==> src/rtl/prog_load_ctrl.sv <==
// ============================================================================
// Module   : prog_load_ctrl
// Brief    : Program-RAM port arbiter and load/boot sequencer for the S86 CPU.
//            Optional macro PGM_CKSUM_EN enables image checksum verification.
// Revision : 1.0 - initial release
// ============================================================================
`default_nettype none

module prog_load_ctrl #(
    parameter int ADDR_W   = 16,
    parameter int DATA_W   = 16,
    parameter int DEPTH    = 16384,
    parameter int BOOT_DLY = 16,
    parameter int IDLE_TO  = 1000000
) (
    input  logic              clk,
    input  logic              rst,
    input  logic              load_req,
    input  logic              pg_wen,
    input  logic [ADDR_W-1:0] pg_adr,
    input  logic [DATA_W-1:0] pg_dat,
    input  logic              pg_done,
    input  logic              cpu_en,
    input  logic              cpu_we,
    input  logic [ADDR_W-1:0] cpu_adr,
    input  logic [DATA_W-1:0] cpu_din,
    output logic              mem_en,
    output logic              mem_we,
    output logic [ADDR_W-1:0] mem_adr,
    output logic [DATA_W-1:0] mem_din,
    output logic              cpu_rst,
    output logic              upg_rst,
    output logic              load_busy,
    output logic              load_err,
    output logic [ADDR_W:0]   word_cnt,
    output logic [DATA_W-1:0] pg_sum
);

    localparam int BOOT_W = (BOOT_DLY > 1) ? $clog2(BOOT_DLY) : 1;
    localparam int IDLE_W = (IDLE_TO > 1) ? $clog2(IDLE_TO) : 1;

    typedef enum logic [1:0] {
        ST_BOOT = 2'd0,
        ST_RUN  = 2'd1,
        ST_LOAD = 2'd2,
        ST_HALT = 2'd3
    } state_t;

    state_t              r_state;
    logic [BOOT_W-1:0]   r_boot_cnt;
    logic [IDLE_W-1:0]   r_idle_cnt;
    logic                r_started;
    logic                r_done_q;
    logic [DATA_W-1:0]   r_sum;

    logic                w_in_range;
    logic                w_wr_ok;
    logic                w_done_edge;
    logic                w_sum_ok;
    logic [DATA_W-1:0]   w_sum_next;

    assign w_in_range  = (32'(pg_adr) < DEPTH);
    assign w_wr_ok     = (r_state == ST_LOAD) && pg_wen && w_in_range;
    assign w_done_edge = pg_done && !r_done_q;

`ifdef PGM_CKSUM_EN
    // Sum includes a write landing in the same cycle as the done edge.
    assign w_sum_next = r_sum + (w_wr_ok ? pg_dat : '0);
    assign w_sum_ok   = (w_sum_next == '0);
`else
    assign w_sum_next = '0;
    assign w_sum_ok   = 1'b1;
`endif

    assign pg_sum = r_sum;

    always_comb begin
        if (r_state == ST_LOAD) begin
            mem_en  = pg_wen;
            mem_we  = pg_wen && w_in_range;
            mem_adr = pg_adr;
            mem_din = pg_dat;
        end else begin
            mem_en  = cpu_en;
            mem_we  = cpu_we;
            mem_adr = cpu_adr;
            mem_din = cpu_din;
        end
    end

    always_ff @(posedge clk) begin
        if (rst) begin
            r_state    <= ST_BOOT;
            r_boot_cnt <= '0;
            r_idle_cnt <= '0;
            r_started  <= 1'b0;
            r_done_q   <= 1'b0;
            r_sum      <= '0;
            cpu_rst    <= 1'b1;
            upg_rst    <= 1'b1;
            load_busy  <= 1'b0;
            load_err   <= 1'b0;
            word_cnt   <= '0;
        end else begin
            r_done_q <= pg_done;
            case (r_state)
                ST_LOAD: begin
                    if (pg_wen) begin
                        r_idle_cnt <= '0;
                        if (w_in_range) begin
                            if (word_cnt != '1) begin
                                word_cnt <= word_cnt + 1'b1;
                            end
                            r_started <= 1'b1;
                        end else begin
                            load_err <= 1'b1;
                        end
                    end else if (r_started) begin
                        r_idle_cnt <= r_idle_cnt + 1'b1;
                    end
                    r_sum <= w_sum_next;

                    if (w_done_edge) begin
                        upg_rst    <= 1'b1;
                        load_busy  <= 1'b0;
                        r_boot_cnt <= '0;
                        if (w_sum_ok) begin
                            r_state <= ST_BOOT;
                        end else begin
                            r_state  <= ST_HALT;
                            load_err <= 1'b1;
                        end
                    end else if (r_started && !pg_wen &&
                                 r_idle_cnt == IDLE_W'(IDLE_TO - 1)) begin
                        r_state   <= ST_HALT;
                        upg_rst   <= 1'b1;
                        load_busy <= 1'b0;
                        load_err  <= 1'b1;
                    end
                end
                default: begin
                    // BOOT, RUN and HALT all leave on a load request.
                    if (load_req) begin
                        r_state    <= ST_LOAD;
                        cpu_rst    <= 1'b1;
                        upg_rst    <= 1'b0;
                        load_busy  <= 1'b1;
                        load_err   <= 1'b0;
                        word_cnt   <= '0;
                        r_sum      <= '0;
                        r_idle_cnt <= '0;
                        r_started  <= 1'b0;
                    end else if (r_state == ST_BOOT) begin
                        if (r_boot_cnt == BOOT_W'(BOOT_DLY - 1)) begin
                            r_state <= ST_RUN;
                            cpu_rst <= 1'b0;
                        end else begin
                            r_boot_cnt <= r_boot_cnt + 1'b1;
                        end
                    end
                end
            endcase
        end
    end

endmodule

`default_nettype wire

==> config.mk <==
export PLATFORM = sky130hd
export DESIGN_NAME = prog_load_ctrl
export DESIGN_NICKNAME = d
export VERILOG_FILES = /design/src/rtl/prog_load_ctrl.sv
export SDC_FILE = /design/constraint.sdc
export NUM_CORES = 1
export LEC_CHECK = 0
export BUFFER_PORTS_ARGS = -buffer_cell sky130_fd_sc_hd__buf_2
export CORE_MARGIN = 4
export CORE_UTILIZATION = 47
export CTS_CLUSTER_DIAMETER = 120
export DETAILED_ROUTE_END_ITERATION = 16
export GPL_TIMING_DRIVEN = 0
export MAX_ROUTING_LAYER = met4
export PLACE_DENSITY = 0.8
export SYNTH_ARGS = -nofsm -noshare
export SYNTH_HDL_FRONTEND = slang
export SYNTH_SLANG_ARGS = --single-unit
export TNS_END_PERCENT = 50
==> constraint.sdc <==
create_clock -name clk -period 2.7 [get_ports clk]
set_input_delay 0.675 -clock clk [delete_from_list [all_inputs] [get_ports clk]]
set_output_delay 0.675 -clock clk [all_outputs]
set_load 0.02 [all_outputs]
# [After elaboration in Yosys (flattened, before gate mapping)]
# Index checks and enable logic that the tools add are counted.
[classes] addsub=3 order_cmp=1 eq_ne=12 n_mux=43 bitwise=1 reduce_logical=20
[ops] operator="17-bit 2-to-1 mux" n=5
[ops] operator="20-bit 2-to-1 mux" n=4
[ops] operator="16-bit 2-to-1 mux" n=2
[ops] operator="1-bit 2-to-1 mux" n=21
[ops] operator="20-bit by 1-bit adder with 20-bit output, second input constant" n=1
[ops] operator="20-bit equality test, second input constant" n=1
[ops] operator="4-bit 2-to-1 mux" n=5
[ops] operator="17-bit by 1-bit adder with 17-bit output, second input constant" n=1
[ops] operator="17-bit != test, second input constant" n=1
[ops] operator="16-bit by 15-bit less-than comparator with 1-bit output, second input constant" n=1
[ops] operator="2-bit 2-to-1 mux" n=6
[ops] operator="3-bit AND reduction" n=3
[ops] operator="2-bit != test, second input constant" n=4
[ops] operator="4-bit AND reduction" n=2
[ops] operator="2-bit nonzero test" n=4
[ops] operator="3-bit nonzero test" n=2
[ops] operator="4-bit by 1-bit adder with 4-bit output, second input constant" n=1
[ops] operator="4-bit equality test, second input constant" n=1
[ops] operator="1-bit logical AND" n=4
[ops] operator="2-bit by 1-bit != test with 1-bit output, second input constant" n=2
[ops] operator="2-bit AND reduction" n=2
[ops] operator="3-bit by 2-bit != test with 1-bit output, second input constant" n=1
[ops] operator="3-bit != test, second input constant" n=1
[ops] operator="2-bit equality test, second input constant" n=1
[ops] operator="other kinds (3)" n=4
[word_totals] register_bits=49 word_cells=90

# [Logic depth before layout (Yosys ltp)]
[depth] depth_word=6 ltp_mapped=11

# [Worst setup path after synthesis]
# Ideal clock, no wire load.
[synth_timing] path_kind="register to register" start="reg word_cnt[0]" end="reg word_cnt[12]" setup_ns=0.072 arrival_time_ns=2.329 required_time_ns=2.628 path_slack_ns=0.299 path_stages_with_launch=11 path_buffers=1 period_less_slack_ns=2.401 path_cell_list="dfxtp_1 -> ha_1 -> and2_1 -> nand4_1 -> nor2_1 -> ha_1 -> nor3_1 -> a22oi_1 -> buf_2 -> nor4b_1 -> mux2i_1"
[synth_via] elab_chain_cells=5 elab_cells_between_ends=8
[synth_lines] item="start, declared" line_no="35" rtl="output logic [ADDR_W:0] word_cnt,"
[synth_lines] item="start signal, assigned" line_no="112" rtl="word_cnt <= word_cnt + 1'b1;"
[synth_lines] item="17-bit by 1-bit adder with 17-bit output" line_no="112"
[synth_lines] item="17-bit 2-to-1 mux" line_no="111" rtl="if (word_cnt != '1) begin"
[synth_lines] item="17-bit 2-to-1 mux" line_no="110" rtl="if (w_in_range) begin"
[synth_lines] item="17-bit 2-to-1 mux" line_no="108" rtl="if (pg_wen) begin"
[synth_lines] item="17-bit 2-to-1 mux" line_no="106" rtl="case (r_state)"
# Parallel ways exist; a longest one is shown, timed or not. The select of a mux whose other input is x is not followed.
# A chain may end at the register's enable or synchronous reset.

# [Final worst setup path]
[layout_timing] start="reg r_state[0]" end="out mem_adr[13]"
[layout_via] elab_chain_cells=2
[layout_lines] item="start, declared" line_no="49" rtl="state_t r_state;"
[layout_lines] item="start signal, assigned" line_no="93" rtl="r_state <= ST_BOOT;"
[layout_lines] item="start signal, assigned" line_no="128" rtl="r_state <= ST_BOOT;"
[layout_lines] item="start signal, assigned" line_no="130" rtl="r_state <= ST_HALT;"
[layout_lines] item="2-bit equality test" line_no="78" rtl="if (r_state == ST_LOAD) begin"
[layout_lines] item="16-bit 2-to-1 mux" line_no="78"
[layout_lines] item="end, declared" line_no="29" rtl="output logic [ADDR_W-1:0] mem_adr,"
# Every way passes these cells.

==> metrics.yaml <==
status: "finished, final reports clean"
yosys_warnings: 0
max_freq_mhz: 403
cts_setup_buffers: 0
async_flop_share: 0
postRouteAntennaNets: 0
cts_resized: 7
post-route-period-util: 0.918
max-vdd-ir-drop_v: 0.000261
hold_depth: 2
clk_latency_ps: 310
skew_ps: 8.68
drc: 0
worst_pin_slew_ps: 748
synth_edf_count: 0
drv_cap: 0
initial_core_util: 0.496
finalSetupViolations: 0
yosys.area.top_type: "dfxtp_1"
cts_max_path_buffers: 2
ys_top_cells_by_area: "dfxtp_1, nand2_1, or4_1, buf_4, a21oi_1"
path_clk_slew_ps: 90
setup_ws_ps: 221
area_growth_pct: 30.6
wl_per_cell_um: 13.7
port_buffers: 125
die_h_um: 88.2
crit_chain: "buf_2 > nand2b_2 > clkbuf_4 > buf_2 > nand2_1 > nand2_1 > buf_2"
cts-root-buf: "clkbuf_8"
crit_required_ps: 2030
rsz0062_at_grt: "no"
period_minus_slack_ps: 2480
die_area_um2: 7780
vias_per_cell: 5.38
avgSynthCellArea_um2: 7.19
finalSetupTns_ps: 0
wl_um: 8780
grt_pass1_vias: 3373
cts_made_buffers: 5
track_usage: 0.233
relSlewSlack: 0.494
holdBufCountCts: 0
core_area_um2: 6100
hold_ws_ps: 478
grt_max_degree: 16
cp_slowest_cell: "dfxtp_1"
n_antenna_cell: 0
tritoncts: "done"
first_pass_iters: 4
htreeDepth: 2
power.total_mw: 1.69
netlist.area_leader.share: 0.325
die_w_um: 88.2
design_area_um2: 3950
vias: 3454
critPathLaunchType: "register"
worstPathArrival_ps: 1800
grt_pass1_wl_um: 14500
critPathMaxFanout: 10
finalMaxSlewViolations: 0
slowest_delay_ps: 340
clock-sinks: 49
cp-end-kind: "primary output"
ys_types: 50
ys_ff_latch: 49
crit_top_cell: "buf_2"
power_leakage_nw: 1.83
ios: 142
grt-ovfl-total: 0
drt_iter0_drc: 220
row_count: 28
final_nets: 641
drive_gt1_frac: 0.307
synthesis.instances: 420
reg2regPathDepth: 10
pre_cts_ws_ps: -39.4
worst-setup-path-type: "register to primary output"
p_per_area_nw_per_um2: 429
final-seq-area_um2: 981
finalHoldViolations: 0
hp-class: "register to register"
hpwl_um: 6870
yosysSeqAreaShare: 0.325
ys.flop_type: "dfxtp_1"
placedInstanceArea_um2: 3800
n_fill_cell: 554
syn-cell-area_um2: 3020
multi_input_comb_area_um2: 1870
antenna_found_initial: 0
finalWeightedCongestion: 0.877
## critical path: cells and delay by family, from the launching register on
kind | cells | cell delay, ps
simple gates | 3 | 370
buf+inv | 4 | 790
flops | 1 | 340
## cell usage in the layout (no fill, tap or decap), types with 2 or more instances in the layout
cell       netlist  routed
or4_1           17      17
clkbuf_8         0       6
or3_1            7       7
conb_1           1      16
nand2_1        127     127
nor2b_1          2       2
xor2_1           4       4
buf_4           16      16
and3_1           3       3
o211ai_1         5       5
nor3_1           5       4
nor2_1          18      18
clkbuf_1        13       7
a21oi_1         23      23
o21ai_0          8       8
clkbuf_2         0       3
buf_2            9     137
nor4_1           2       2
o21a_1           2       2
nand3b_1         3       3
nor4b_1          3       3
a211oi_1         4       4
ha_1             4       4
nand2b_1         7       6
a31oi_1          2       2
a21o_1           4       4
and4_1           5       5
dfxtp_1         49      49
o2111ai_1        2       2
mux2i_1          6       6
and2_1           2       2
nand4_1          9       9
xnor2_1          3       3
inv_1            7       7
nand3_1         15      15
or2_2            2       2
o31ai_1         14      14
## cell type report
class                   count  area share
multi-input cells         339       0.474
flip-flops and latches     49       0.249
clock inverters             2     0.00951
well taps                  75      0.0238
repair buffers            125       0.159
plain buffers              39      0.0580
inverters                   7     0.00666
clock buffers               6      0.0209
## registers in the layout (all words and copies together) (netlist names)
| register | cells |
|---|---|
| cpu_rst | 1 |
| load_busy | 1 |
| r_done_q | 1 |
| word_cnt | 17 |
| load_err | 1 |
| r_idle_cnt | 20 |
| r_boot_cnt | 4 |
| r_state | 2 |
| r_started | 1 |
| upg_rst | 1 |
## metal layers
metal / vias up / share of wire / wire length, um / GRT usage
met4: 0 / 0.012 / 108 / 0.0838
li1: 1738 / - / - / -
met5: - / 0 / 0 / -
met3: 10 / 0.073 / 639 / 0.0470
met2: 127 / 0.51 / 4480 / 0.389
met1: 1579 / 0.40 / 3550 / 0.277
## metrics by stage
| step | util | cells |
|---|---|---|
| 2_1_floorplan | - | 435 |
| 3_3_place_gp | 0.623 | 635 |
| 3_5_place_dp | 0.623 | 635 |
| 4_1_cts | 0.644 | 642 |
| 5_1_grt | 0.647 | 642 |
| 6_report | 0.647 | 642 |
## logic make-up after synthesis
kind of cell,count (synthesis),synth area share
AOI/OAI and AO/OA,73,0.161
xor gates and xnor gates,7,0.0203
adders and majority gates,4,0.0166
buffers and inverters,47,0.0820
DFF,49,0.325
muxes,6,0.0199
other,1,0.00124
and+or+nand+nor,233,0.375
## path summary, 6_finish.rpt
| check | from | slack, ps | to |
|---|---|---|---|
| hold reg to reg | r_idle_cnt[19]$_SDFFE_PP0P_ | 480 | r_idle_cnt[19]$_SDFFE_PP0P_ |
| setup / recovery | r_state[0]$_SDFFE_PP0P_ | 220 | mem_adr[13] |
| setup reg to reg | word_cnt[0]$_SDFFE_PP0P_ | 250 | word_cnt[12]$_SDFFE_PP0P_ |
| hold / removal | r_idle_cnt[19]$_SDFFE_PP0P_ | 480 | r_idle_cnt[19]$_SDFFE_PP0P_ |
## where the power goes
part / switching, mW / total (mW) / internal, mW
Sequential: 0.00741 / 0.740 / 0.732
Combinational: 0.248 / 0.394 / 0.146
Clock: 0.256 / 0.557 / 0.301
## synthesized netlist by cell type, drive strengths merged (3+ instances only)
cell type  count
a211oi         5
xnor2          3
xor2           4
a21o           4
ha             4
a21oi         23
o31ai         14
nor4b          3
nand3         16
nand4          9
o211ai         5
inv            7
and3           3
nor2          18
or3            7
clkbuf        13
or4           17
dfxtp         49
nand3b         3
nand2b         7
and4           5
buf           27
nor3           5
nand2        127
mux2i          6
o21ai          8
Note: power is estimated with default switching activity, not from simulation.
